### config.mk
export PLATFORM = sky130hd
export DESIGN_NAME = acq_scheduler_flat
export DESIGN_NICKNAME = d
export VERILOG_FILES = /design/src/rtl/acq_scheduler_if.sv /design/src/rtl/acq_scheduler.sv /design/src/flat_wrapper.sv
export SDC_FILE = /design/constraint.sdc
export NUM_CORES = 1
export LEC_CHECK = 0
export CORE_ASPECT_RATIO = 0.5
export CORE_MARGIN = 2
export CORE_UTILIZATION = 45
export CTS_CLUSTER_DIAMETER = 50
export DETAILED_ROUTE_END_ITERATION = 7
export GPL_ROUTABILITY_DRIVEN = 0
export HOLD_SLACK_MARGIN = 0.08
export PLACE_DENSITY = 0.74
export SLEW_MARGIN = 10
export SYNTH_ARGS = -nofsm -noshare
export SYNTH_HDL_FRONTEND = slang
export SYNTH_SLANG_ARGS = --single-unit
### constraint.sdc
create_clock -name clk_in -period 5.1 [get_ports clk_in]
set_clock_uncertainty 0.15 [all_clocks]
set_input_delay 1.02 -clock clk_in [delete_from_list [all_inputs] [get_ports clk_in]]
set_output_delay 1.02 -clock clk_in [all_outputs]
set_load 0.05 [all_outputs]
### src/rtl/acq_scheduler_if.sv
// Control, configuration and status bundle between the frame sequencer and its users.
// ACQ_SCHEDULER_OVERRUN_CNT_EN adds the saturating dropped-tick counter.
interface acq_scheduler_if #(
    parameter int LEN_W   = 16,
    parameter int BURST_W = 8
);
    logic               tick_in;
    logic               start_in;
    logic               abort_in;
    logic [BURST_W-1:0] burst_len_in;
    logic [LEN_W-1:0]   tx_len_in;
    logic [LEN_W-1:0]   blank_len_in;
    logic [LEN_W-1:0]   cap_len_in;
    logic               tx_out;
    logic               cap_en_out;
    logic [LEN_W-1:0]   cap_idx_out;
    logic               frame_start_out;
    logic               burst_done_out;
    logic               busy_out;
    logic [BURST_W-1:0] frame_cnt_out;
    logic               overrun_out;
`ifdef ACQ_SCHEDULER_OVERRUN_CNT_EN
    logic [15:0]        overrun_cnt_out;
`endif

    modport master (
        output tick_in, start_in, abort_in, burst_len_in, tx_len_in, blank_len_in, cap_len_in,
        input  tx_out, cap_en_out, cap_idx_out, frame_start_out, burst_done_out, busy_out,
               frame_cnt_out, overrun_out
`ifdef ACQ_SCHEDULER_OVERRUN_CNT_EN
        , input overrun_cnt_out
`endif
    );

    modport slave (
        input  tick_in, start_in, abort_in, burst_len_in, tx_len_in, blank_len_in, cap_len_in,
        output tx_out, cap_en_out, cap_idx_out, frame_start_out, burst_done_out, busy_out,
               frame_cnt_out, overrun_out
`ifdef ACQ_SCHEDULER_OVERRUN_CNT_EN
        , output overrun_cnt_out
`endif
    );
endinterface

### src/rtl/acq_scheduler.sv
// Frame sequencer: each accepted tick runs TX, optional BLANK, then a CAP window.
// Optional feature: define ACQ_SCHEDULER_OVERRUN_CNT_EN for the dropped-tick counter.
module acq_scheduler #(
    parameter int LEN_W   = 16,
    parameter int BURST_W = 8
) (
    input logic             clk_in,
    input logic             rst_in,
    acq_scheduler_if.slave  bus
);
    typedef enum logic [2:0] {IDLE, ARMED, TX, BLANK, CAP} state_t;

    state_t             state;
    logic [LEN_W-1:0]   tx_len_q;
    logic [LEN_W-1:0]   blank_len_q;
    logic [LEN_W-1:0]   cap_len_q;
    logic [BURST_W-1:0] burst_len_q;
    logic [LEN_W-1:0]   len_cnt;
    logic [BURST_W-1:0] frame_cnt_nxt;
    logic               in_frame;
    logic               tick_drop;

    function automatic logic [LEN_W-1:0] len_min1(input logic [LEN_W-1:0] len);
        return (len == '0) ? LEN_W'(1) : len;
    endfunction

`ifdef ACQ_SCHEDULER_OVERRUN_CNT_EN
    function automatic logic [15:0] sat_inc16(input logic [15:0] v);
        return (v == 16'hFFFF) ? v : v + 16'd1;
    endfunction
`endif

    assign frame_cnt_nxt = bus.frame_cnt_out + BURST_W'(1);
    assign in_frame      = (state == TX) || (state == BLANK) || (state == CAP);
    // Abort outranks everything, so a tick in the abort cycle is not an overrun.
    assign tick_drop     = bus.tick_in && !bus.abort_in && in_frame;

    always_ff @(posedge clk_in or posedge rst_in) begin
        if (rst_in) begin
            state               <= IDLE;
            tx_len_q            <= '0;
            blank_len_q         <= '0;
            cap_len_q           <= '0;
            burst_len_q         <= '0;
            len_cnt             <= '0;
            bus.tx_out          <= 1'b0;
            bus.cap_en_out      <= 1'b0;
            bus.cap_idx_out     <= '0;
            bus.frame_start_out <= 1'b0;
            bus.burst_done_out  <= 1'b0;
            bus.busy_out        <= 1'b0;
            bus.frame_cnt_out   <= '0;
            bus.overrun_out     <= 1'b0;
`ifdef ACQ_SCHEDULER_OVERRUN_CNT_EN
            bus.overrun_cnt_out <= '0;
`endif
        end else begin
            bus.frame_start_out <= 1'b0;
            bus.burst_done_out  <= 1'b0;
            if (bus.abort_in) begin
                state           <= IDLE;
                bus.tx_out      <= 1'b0;
                bus.cap_en_out  <= 1'b0;
                bus.cap_idx_out <= '0;
                bus.busy_out    <= 1'b0;
            end else begin
                if (tick_drop) begin
                    bus.overrun_out <= 1'b1;
`ifdef ACQ_SCHEDULER_OVERRUN_CNT_EN
                    bus.overrun_cnt_out <= sat_inc16(bus.overrun_cnt_out);
`endif
                end
                unique case (state)
                    IDLE: begin
                        if (bus.start_in) begin
                            state             <= ARMED;
                            bus.busy_out      <= 1'b1;
                            bus.frame_cnt_out <= '0;
                            bus.overrun_out   <= 1'b0;
`ifdef ACQ_SCHEDULER_OVERRUN_CNT_EN
                            bus.overrun_cnt_out <= '0;
`endif
                        end
                    end
                    ARMED: begin
                        if (bus.tick_in) begin
                            tx_len_q            <= len_min1(bus.tx_len_in);
                            blank_len_q         <= bus.blank_len_in;
                            cap_len_q           <= len_min1(bus.cap_len_in);
                            burst_len_q         <= bus.burst_len_in;
                            len_cnt             <= LEN_W'(1);
                            bus.tx_out          <= 1'b1;
                            bus.frame_start_out <= 1'b1;
                            state               <= TX;
                        end
                    end
                    TX: begin
                        if (len_cnt == tx_len_q) begin
                            bus.tx_out <= 1'b0;
                            len_cnt    <= LEN_W'(1);
                            if (blank_len_q == '0) begin
                                state           <= CAP;
                                bus.cap_en_out  <= 1'b1;
                                bus.cap_idx_out <= '0;
                            end else begin
                                state <= BLANK;
                            end
                        end else begin
                            len_cnt <= len_cnt + LEN_W'(1);
                        end
                    end
                    BLANK: begin
                        if (len_cnt == blank_len_q) begin
                            state           <= CAP;
                            bus.cap_en_out  <= 1'b1;
                            bus.cap_idx_out <= '0;
                        end else begin
                            len_cnt <= len_cnt + LEN_W'(1);
                        end
                    end
                    CAP: begin
                        if (bus.cap_idx_out == cap_len_q - LEN_W'(1)) begin
                            bus.cap_en_out    <= 1'b0;
                            bus.cap_idx_out   <= '0;
                            bus.frame_cnt_out <= frame_cnt_nxt;
                            if (burst_len_q != '0 && frame_cnt_nxt == burst_len_q) begin
                                bus.burst_done_out <= 1'b1;
                                bus.busy_out       <= 1'b0;
                                state              <= IDLE;
                            end else begin
                                state <= ARMED;
                            end
                        end else begin
                            bus.cap_idx_out <= bus.cap_idx_out + LEN_W'(1);
                        end
                    end
                    default: state <= IDLE;
                endcase
            end
        end
    end
endmodule

### src/flat_wrapper.sv
// flat-port wrapper written by rule: the top's interface ports become plain ports
module acq_scheduler_flat 
#(
    parameter int LEN_W   = 16,
    parameter int BURST_W = 8
)
  (clk_in, rst_in, bus_tick_in, bus_start_in, bus_abort_in, bus_burst_len_in, bus_tx_len_in, bus_blank_len_in, bus_cap_len_in, bus_tx_out, bus_cap_en_out, bus_cap_idx_out, bus_frame_start_out, bus_burst_done_out, bus_busy_out, bus_frame_cnt_out, bus_overrun_out);
  acq_scheduler_if #(.LEN_W(LEN_W), .BURST_W(BURST_W)) bus_i ();
  input logic clk_in;
  input logic rst_in;
  input wire logic [$bits(bus_i.tick_in)-1:0] bus_tick_in;
  input wire logic [$bits(bus_i.start_in)-1:0] bus_start_in;
  input wire logic [$bits(bus_i.abort_in)-1:0] bus_abort_in;
  input wire logic [$bits(bus_i.burst_len_in)-1:0] bus_burst_len_in;
  input wire logic [$bits(bus_i.tx_len_in)-1:0] bus_tx_len_in;
  input wire logic [$bits(bus_i.blank_len_in)-1:0] bus_blank_len_in;
  input wire logic [$bits(bus_i.cap_len_in)-1:0] bus_cap_len_in;
  output wire logic [$bits(bus_i.tx_out)-1:0] bus_tx_out;
  output wire logic [$bits(bus_i.cap_en_out)-1:0] bus_cap_en_out;
  output wire logic [$bits(bus_i.cap_idx_out)-1:0] bus_cap_idx_out;
  output wire logic [$bits(bus_i.frame_start_out)-1:0] bus_frame_start_out;
  output wire logic [$bits(bus_i.burst_done_out)-1:0] bus_burst_done_out;
  output wire logic [$bits(bus_i.busy_out)-1:0] bus_busy_out;
  output wire logic [$bits(bus_i.frame_cnt_out)-1:0] bus_frame_cnt_out;
  output wire logic [$bits(bus_i.overrun_out)-1:0] bus_overrun_out;
  assign bus_i.tick_in = bus_tick_in;
  assign bus_i.start_in = bus_start_in;
  assign bus_i.abort_in = bus_abort_in;
  assign bus_i.burst_len_in = bus_burst_len_in;
  assign bus_i.tx_len_in = bus_tx_len_in;
  assign bus_i.blank_len_in = bus_blank_len_in;
  assign bus_i.cap_len_in = bus_cap_len_in;
  assign bus_tx_out = bus_i.tx_out;
  assign bus_cap_en_out = bus_i.cap_en_out;
  assign bus_cap_idx_out = bus_i.cap_idx_out;
  assign bus_frame_start_out = bus_i.frame_start_out;
  assign bus_burst_done_out = bus_i.burst_done_out;
  assign bus_busy_out = bus_i.busy_out;
  assign bus_frame_cnt_out = bus_i.frame_cnt_out;
  assign bus_overrun_out = bus_i.overrun_out;
  acq_scheduler #(.LEN_W(LEN_W), .BURST_W(BURST_W)) u_core (.clk_in(clk_in), .rst_in(rst_in), .bus(bus_i));
endmodule
; After elaboration in Yosys (flattened, before gate mapping)
; Index checks and enable logic that the tools add are counted.
[word_totals]
elab_cells = 111
out_inout_bits = 30
reg_bits = 105
inputBits = 61
[op_classes]
n_addsub = 4
n_eq_ne = 19
reduce_logical = 24
mux = 49
bitwise = 1
[ops]
columns = operator, n
row1 = $mux W16, 10
row2 = $pmux W16 S3, 2
row3 = $eq A16 B16 Y1, 3
row4 = $logic_not A16 Y1, 3
row5 = $add A16 B1 Y16 const B, 2
row6 = $mux W1, 23
row7 = $mux W3, 7
row8 = $ne A3 B3 Y1 const B, 7
row9 = $mux W8, 2
row10 = $pmux W8 S2, 1
row11 = $reduce_and A4 Y1, 4
row12 = $sub A16 B1 Y16 const B, 1
row13 = $pmux W3 S5, 1
row14 = $reduce_and A5 Y1, 2
row15 = $reduce_bool A3 Y1, 3
row16 = $add A8 B1 Y8 const B, 1
row17 = $eq A8 B8 Y1, 1
row18 = $ne A2 B2 Y1 const B, 4
row19 = $reduce_bool A8 Y1, 1
row20 = $eq A3 B2 Y1 const B, 2
row21 = $reduce_and A3 Y1, 2
row22 = $pmux W1 S2, 2
row23 = $reduce_bool A4 Y1, 1
row24 = $eq A3 B1 Y1 const B, 1
row25 = 8 further kinds, 11

; Logic depth before layout (Yosys ltp)
[depth]
word_depth = 7
mapped_depth = 13
ltp_nobuf = 10

; Worst setup path before layout
; Ideal clock, no wire load.
[synth_timing]
path_type = reg2reg
from = register u_core.cap_len_q[0]
to = register u_core.bus.frame_cnt_out[6] (netlist bit)
slack_ps = 2059
setup_time_ps = 138
required_ps = 4812
arrival_time_ps = 2753
stages_incl_launch_ff = 14
path_cell_list = dfrtp_1 -> inv_1 -> ha_1 -> buf_4 -> or4b_4 -> o21ai_2 -> nand4_1 -> or3_1 -> nor4b_2 -> nand4_2 -> buf_2 -> buf_2 -> nand3_1 -> o221ai_1
[synth_between]
elab_chain_cells = 4
[synth_rtl]
columns = item, line
row1 = from (decl), acq_scheduler.sv:16  ; logic [LEN_W-1:0] cap_len_q;
row2 = from (signal assigned), acq_scheduler.sv:89  ; cap_len_q <= len_min1(bus.cap_len_in);
row3 = $sub A16 B1 Y16, acq_scheduler.sv:122  ; if (bus.cap_idx_out == cap_len_q - LEN_W'(1)) begin
row4 = $eq A16 B16 Y1, acq_scheduler.sv:122
row5 = $ne A2 B2 Y1 (no source line), n/a
row6 = $reduce_and A4 Y1 (no source line), n/a
row7 = to (signal assigned), acq_scheduler.sv:125  ; bus.frame_cnt_out <= frame_cnt_nxt;
row8 = to (decl), acq_scheduler_if.sv:38  ; frame_cnt_out, overrun_out
; No other way between the ends.
; A chain may end at the register's enable or synchronous reset.

; Worst setup path in the final report
[layout_timing]
from = register u_core.cap_len_q[0]
to = register u_core.bus.cap_idx_out[13]
[layout_between]
elab_chain_cells = 5
[layout_rtl]
columns = item, line
row1 = $sub A16 B1 Y16, acq_scheduler.sv:122
row2 = $eq A16 B16 Y1, acq_scheduler.sv:122
row3 = $mux W16, acq_scheduler.sv:122
row4 = $pmux W16 S3, acq_scheduler.sv:73  ; unique case (state)
row5 = $mux W16, acq_scheduler.sv:60  ; if (bus.abort_in) begin
row6 = to (signal assigned), acq_scheduler.sv:134  ; bus.cap_idx_out <= bus.cap_idx_out + LEN_W'(1);
row7 = to (decl), acq_scheduler_if.sv:37  ; output tx_out, cap_en_out, cap_idx_out, frame_start_out, burst_done_out, busy_out,
; No other way between the ends.

==> flow_summary_export.csv <==
group,metric,value,unit
run_status,status,"complete, no violations",
layout,multi_input_area,0.00322,mm²
floorplan,die-area,0.0144,mm²
layout,seqCellArea,0.00263,mm²
power,power_density,420,mW/mm²
grt,track_usage,20.5,%
critical_path,crit_type,"flip-flop to flip-flop",
critical_path,critical_path_buf_inv_count,1,
sta,min_period,4.03,ns
synthesis,synth_cells,614,
critical_path,cp.depth,10,
power,swShare,35.8,%
power,pwr-share-seq,45.8,%
clocking,clockBufferDepth,2,
synthesis,synth-edff-count,0,
clocking,clk_root_buffer_cell,"clkbuf_16",
min_path,worstHoldEndpoint,"u_core.bus.cap_en_out$_DFFE_PP0P_",
sta,worst_slack,1.07,ns
grt,grt_max_degree,78,
sta,fin_tns_setup,0,ns
critical_path,slowest_stage,"nand4_2",
sta,drv_slew,0,
floorplan,start_util,46.9,%
synthesis,ys_ff_latch,105,
placement,pre_cts_ws,1.12,ns
critical_path,path_max_fanout,34,
layout,num-nets-final,747,
critical_path,path_cells,"inv_1 -> ha_1 -> or4b_4 -> o21ai_2 -> nand4_1 -> or3_1 -> nor4b_2 -> nand4_2 -> nand2_1 -> o311ai_0",
layout,final_layout_size_suffix_gt1_share,13.0,%
critical_path,rr_worst_depth,10,
layout,area_growth_syn_to_layout,21.1,%
synthesis,ys_async_sr_fraction,100,%
grt,antenna_found_initial,0,
power,p_sw,1.10,mW
clocking,postCtsHoldBufs,0,
clocking,clk_latency,0.35,ns
drt,drt_pass1_iterations,6,
placement,hpwl,10500,µm
clocking,cts_buffers,9,
critical_path,r2r_start,"u_core.cap_len_q[0]$_DFFE_PP0P_",
clocking,cts_sinks,105,
min_path,hold_depth,1,
synthesis,syn_nets,679,
power,ir_drop,218,µV
layout,fillers,1117,
clocking,cts_resized,0,
min_path,hp-start,"u_core.bus.cap_en_out$_DFFE_PP0P_",
critical_path,cp_data_required_time,5.15,ns
floorplan,core,0.0129,mm²
critical_path,cp-end-kind,"flip-flop",
synthesis,synth.avg_cell_area,9.85,µm²
layout,final_common_cell,"dfrtp_1",
floorplan,rows,29,
sta,finalCritPeriodShare,79.1,%
clocking,cts_tree,"done",
job,drv_cap,0,
synthesis,synth_warnings,0,
critical_path,reg2reg_slack,1.07,ns
sta,rsz0062_at_grt,"false",
synthesis,synth-seq-area-share,43.5,%
synthesis,ys_types,61,
drt,drtAntennaViolNets,0,
clocking,path_clk_slew,0.07,ns
power,p_clk_share,20.8,%
sta,slew_headroom,21.5,%
critical_path,critical-path-top-delay-family,"simple AND/OR/NAND/NOR gates",
layout,insertedDiodeCount,0,
drt,via_per_inst,5.74,
critical_path,timing.rr.end,"u_core.bus.cap_idx_out[13]$_DFFE_PP0P_",
drt,vias,4910,
synthesis,ys.flop_type,"dfrtp_1",
clocking,post-cts-setup-buffers,0,
critical_path,critPathMaxStageDelay,0.69,ns
synthesis,synth_area,0.00605,mm²
drt,dr.first_iter.drc_count,336,
floorplan,ioPinCount,91,
power,leakage,2.86,nW
critical_path,start_kind,"flip-flop",
clocking,htree_levels,3,
grt,grt_pass1_vias,4751,
placement,io_buffers,90,
sta,timing.fmax,248,MHz
grt,grt_pass1_wl,23800,µm
drt,drt-total-wl,14300,µm
grt,grt_overflow,0,
critical_path,arrival,4.08,ns
layout,final_cell_mix,"dfrtp_1 (105), clkdlybuf4s50_1 (90), mux2_2 (54)",
sta,worst_slew_pin_slew,1.18,ns
sta,finalSetupViolations,0,
sta,timing.final.hold_violations,0,
min_path,hp-class,"flip-flop to flip-flop",
power,comb_power_share,33.5,%
floorplan,die_x,168,µm
floorplan,die_h,86.0,µm
drt,drc_errors,0,
drt,wl_per_cell,16.7,µm
power,p_int,1.97,mW
==> metrics by stage <==
| step | hold slack, ns | std cells | instance area (µm²) | util (%) | power (mW) |
|---|---|---|---|---|---|
| after global routing | 0.398 | 856 | 7320 | 56.9 | 3.27 |
| after global placement | 0.355 | 841 | 7060 | 54.8 | 2.40 |
| after detailed placement | 0.360 | 841 | 7060 | 54.8 | 2.44 |
| after CTS | 0.375 | 856 | 7320 | 56.9 | 3.09 |
| final | 0.373 | 856 | 7320 | 56.9 | 3.07 |
| after floorplan | 0.351 | 614 | 6050 | - | 2.16 |
==> per-layer routing <==
layer  vias up  track usage [%]  wire length [µm]  share of wire [%]
li1       2362                -                 -                  -
met1      2410             27.9              6780                 47
met2       120             34.1              6780                 47
met3        18             3.55               571                4.0
met4         0             6.09               197                1.4
met5         -                0                 0                  0
==> logic make-up after synthesis <==
| group | Yosys count | share of synthesized area [%] |
|---|---|---|
| simple gates | 239 | 21.1 |
| flops | 105 | 43.5 |
| compound gates | 83 | 9.77 |
| xor+xnor | 73 | 10.6 |
| mux | 59 | 10.9 |
| buf+inv | 51 | 3.43 |
| fa+ha+maj | 4 | 0.828 |
==> worst max path at each step <==
stage | start | end | slack, ns
floorplan | rst_in | u_core.blank_len_q[0]$_DFFE_PP0P_ | 1.17
global placement | u_core.cap_len_q[0]$_DFFE_PP0P_ | u_core.bus.cap_idx_out[12]$_DFFE_PP0P_ | 1.28
detailed placement | u_core.cap_len_q[0]$_DFFE_PP0P_ | u_core.bus.cap_idx_out[14]$_DFFE_PP0P_ | 1.12
CTS | u_core.cap_len_q[0]$_DFFE_PP0P_ | u_core.bus.cap_idx_out[14]$_DFFE_PP0P_ | 1.12
global route | u_core.cap_len_q[0]$_DFFE_PP0P_ | u_core.bus.cap_idx_out[13]$_DFFE_PP0P_ | 0.78
finish | u_core.cap_len_q[0]$_DFFE_PP0P_ | u_core.bus.cap_idx_out[13]$_DFFE_PP0P_ | 1.07
==> cells in the mapped netlist, types with 2 or more instances <==
cell type,number,share of area [%]
dfrtp_1,105,43
mux2_2,54,10
nand2_1,49,3.0
nor2_1,47,2.9
xnor2_1,37,5.4
xor2_1,36,5.2
nand3_1,31,2.6
clkbuf_1,28,1.7
nor4_1,23,2.4
nor3_1,22,1.8
o21ai_0,15,1.2
a21oi_1,14,1.2
inv_1,14,0.87
nand4_1,14,1.4
o211ai_1,9,1.1
o311ai_1,8,1.2
or3_1,7,0.72
nor3b_1,6,0.74
or2_2,6,0.62
mux2i_1,5,0.83
nand3b_1,5,0.62
nand4b_1,5,0.72
a211oi_1,4,0.50
a22o_1,4,0.58
and2_1,4,0.41
buf_2,4,0.33
ha_1,4,0.83
a31o_2,3,0.43
a41oi_1,3,0.43
and3_1,3,0.31
and4_1,3,0.43
buf_1,3,0.19
nand2b_1,3,0.31
o21a_1,3,0.37
o311ai_0,3,0.43
o31ai_1,3,0.37
a31oi_1,2,0.21
nor2b_1,2,0.21
==> layout make-up <==
type | count | share of cell area, %
inverter | 14 | 0.752
clock inverter | 2 | 0.205
sequential | 105 | 35.9
multi-input combinational | 458 | 44.0
clock buffer | 13 | 3.42
timing repair buffer | 94 | 12.9
tap | 170 | 2.90
==> registers in the layout, indices dropped and copies added (netlist names), 3 cells and up <==
name,flops
u_core.bus.cap_idx_out,16
u_core.burst_len_q,8
u_core.blank_len_q,16
u_core.bus.frame_cnt_out,8
u_core.state,3
u_core.len_cnt,16
u_core.cap_len_q,16
u_core.tx_len_q,16
==> power groups by stage <==
| stage | clock network (mW) | logic (mW) | registers (mW) |
|---|---|---|---|
| global placement | 0 | 0.992 | 1.41 |
| floorplan | 0 | 0.858 | 1.30 |
| global route | 0.683 | 1.14 | 1.45 |
| CTS | 0.655 | 1.03 | 1.41 |
| detailed placement | 0 | 1.02 | 1.42 |
| finish | 0.639 | 1.03 | 1.41 |
Power figures use the tool's default switching activity.
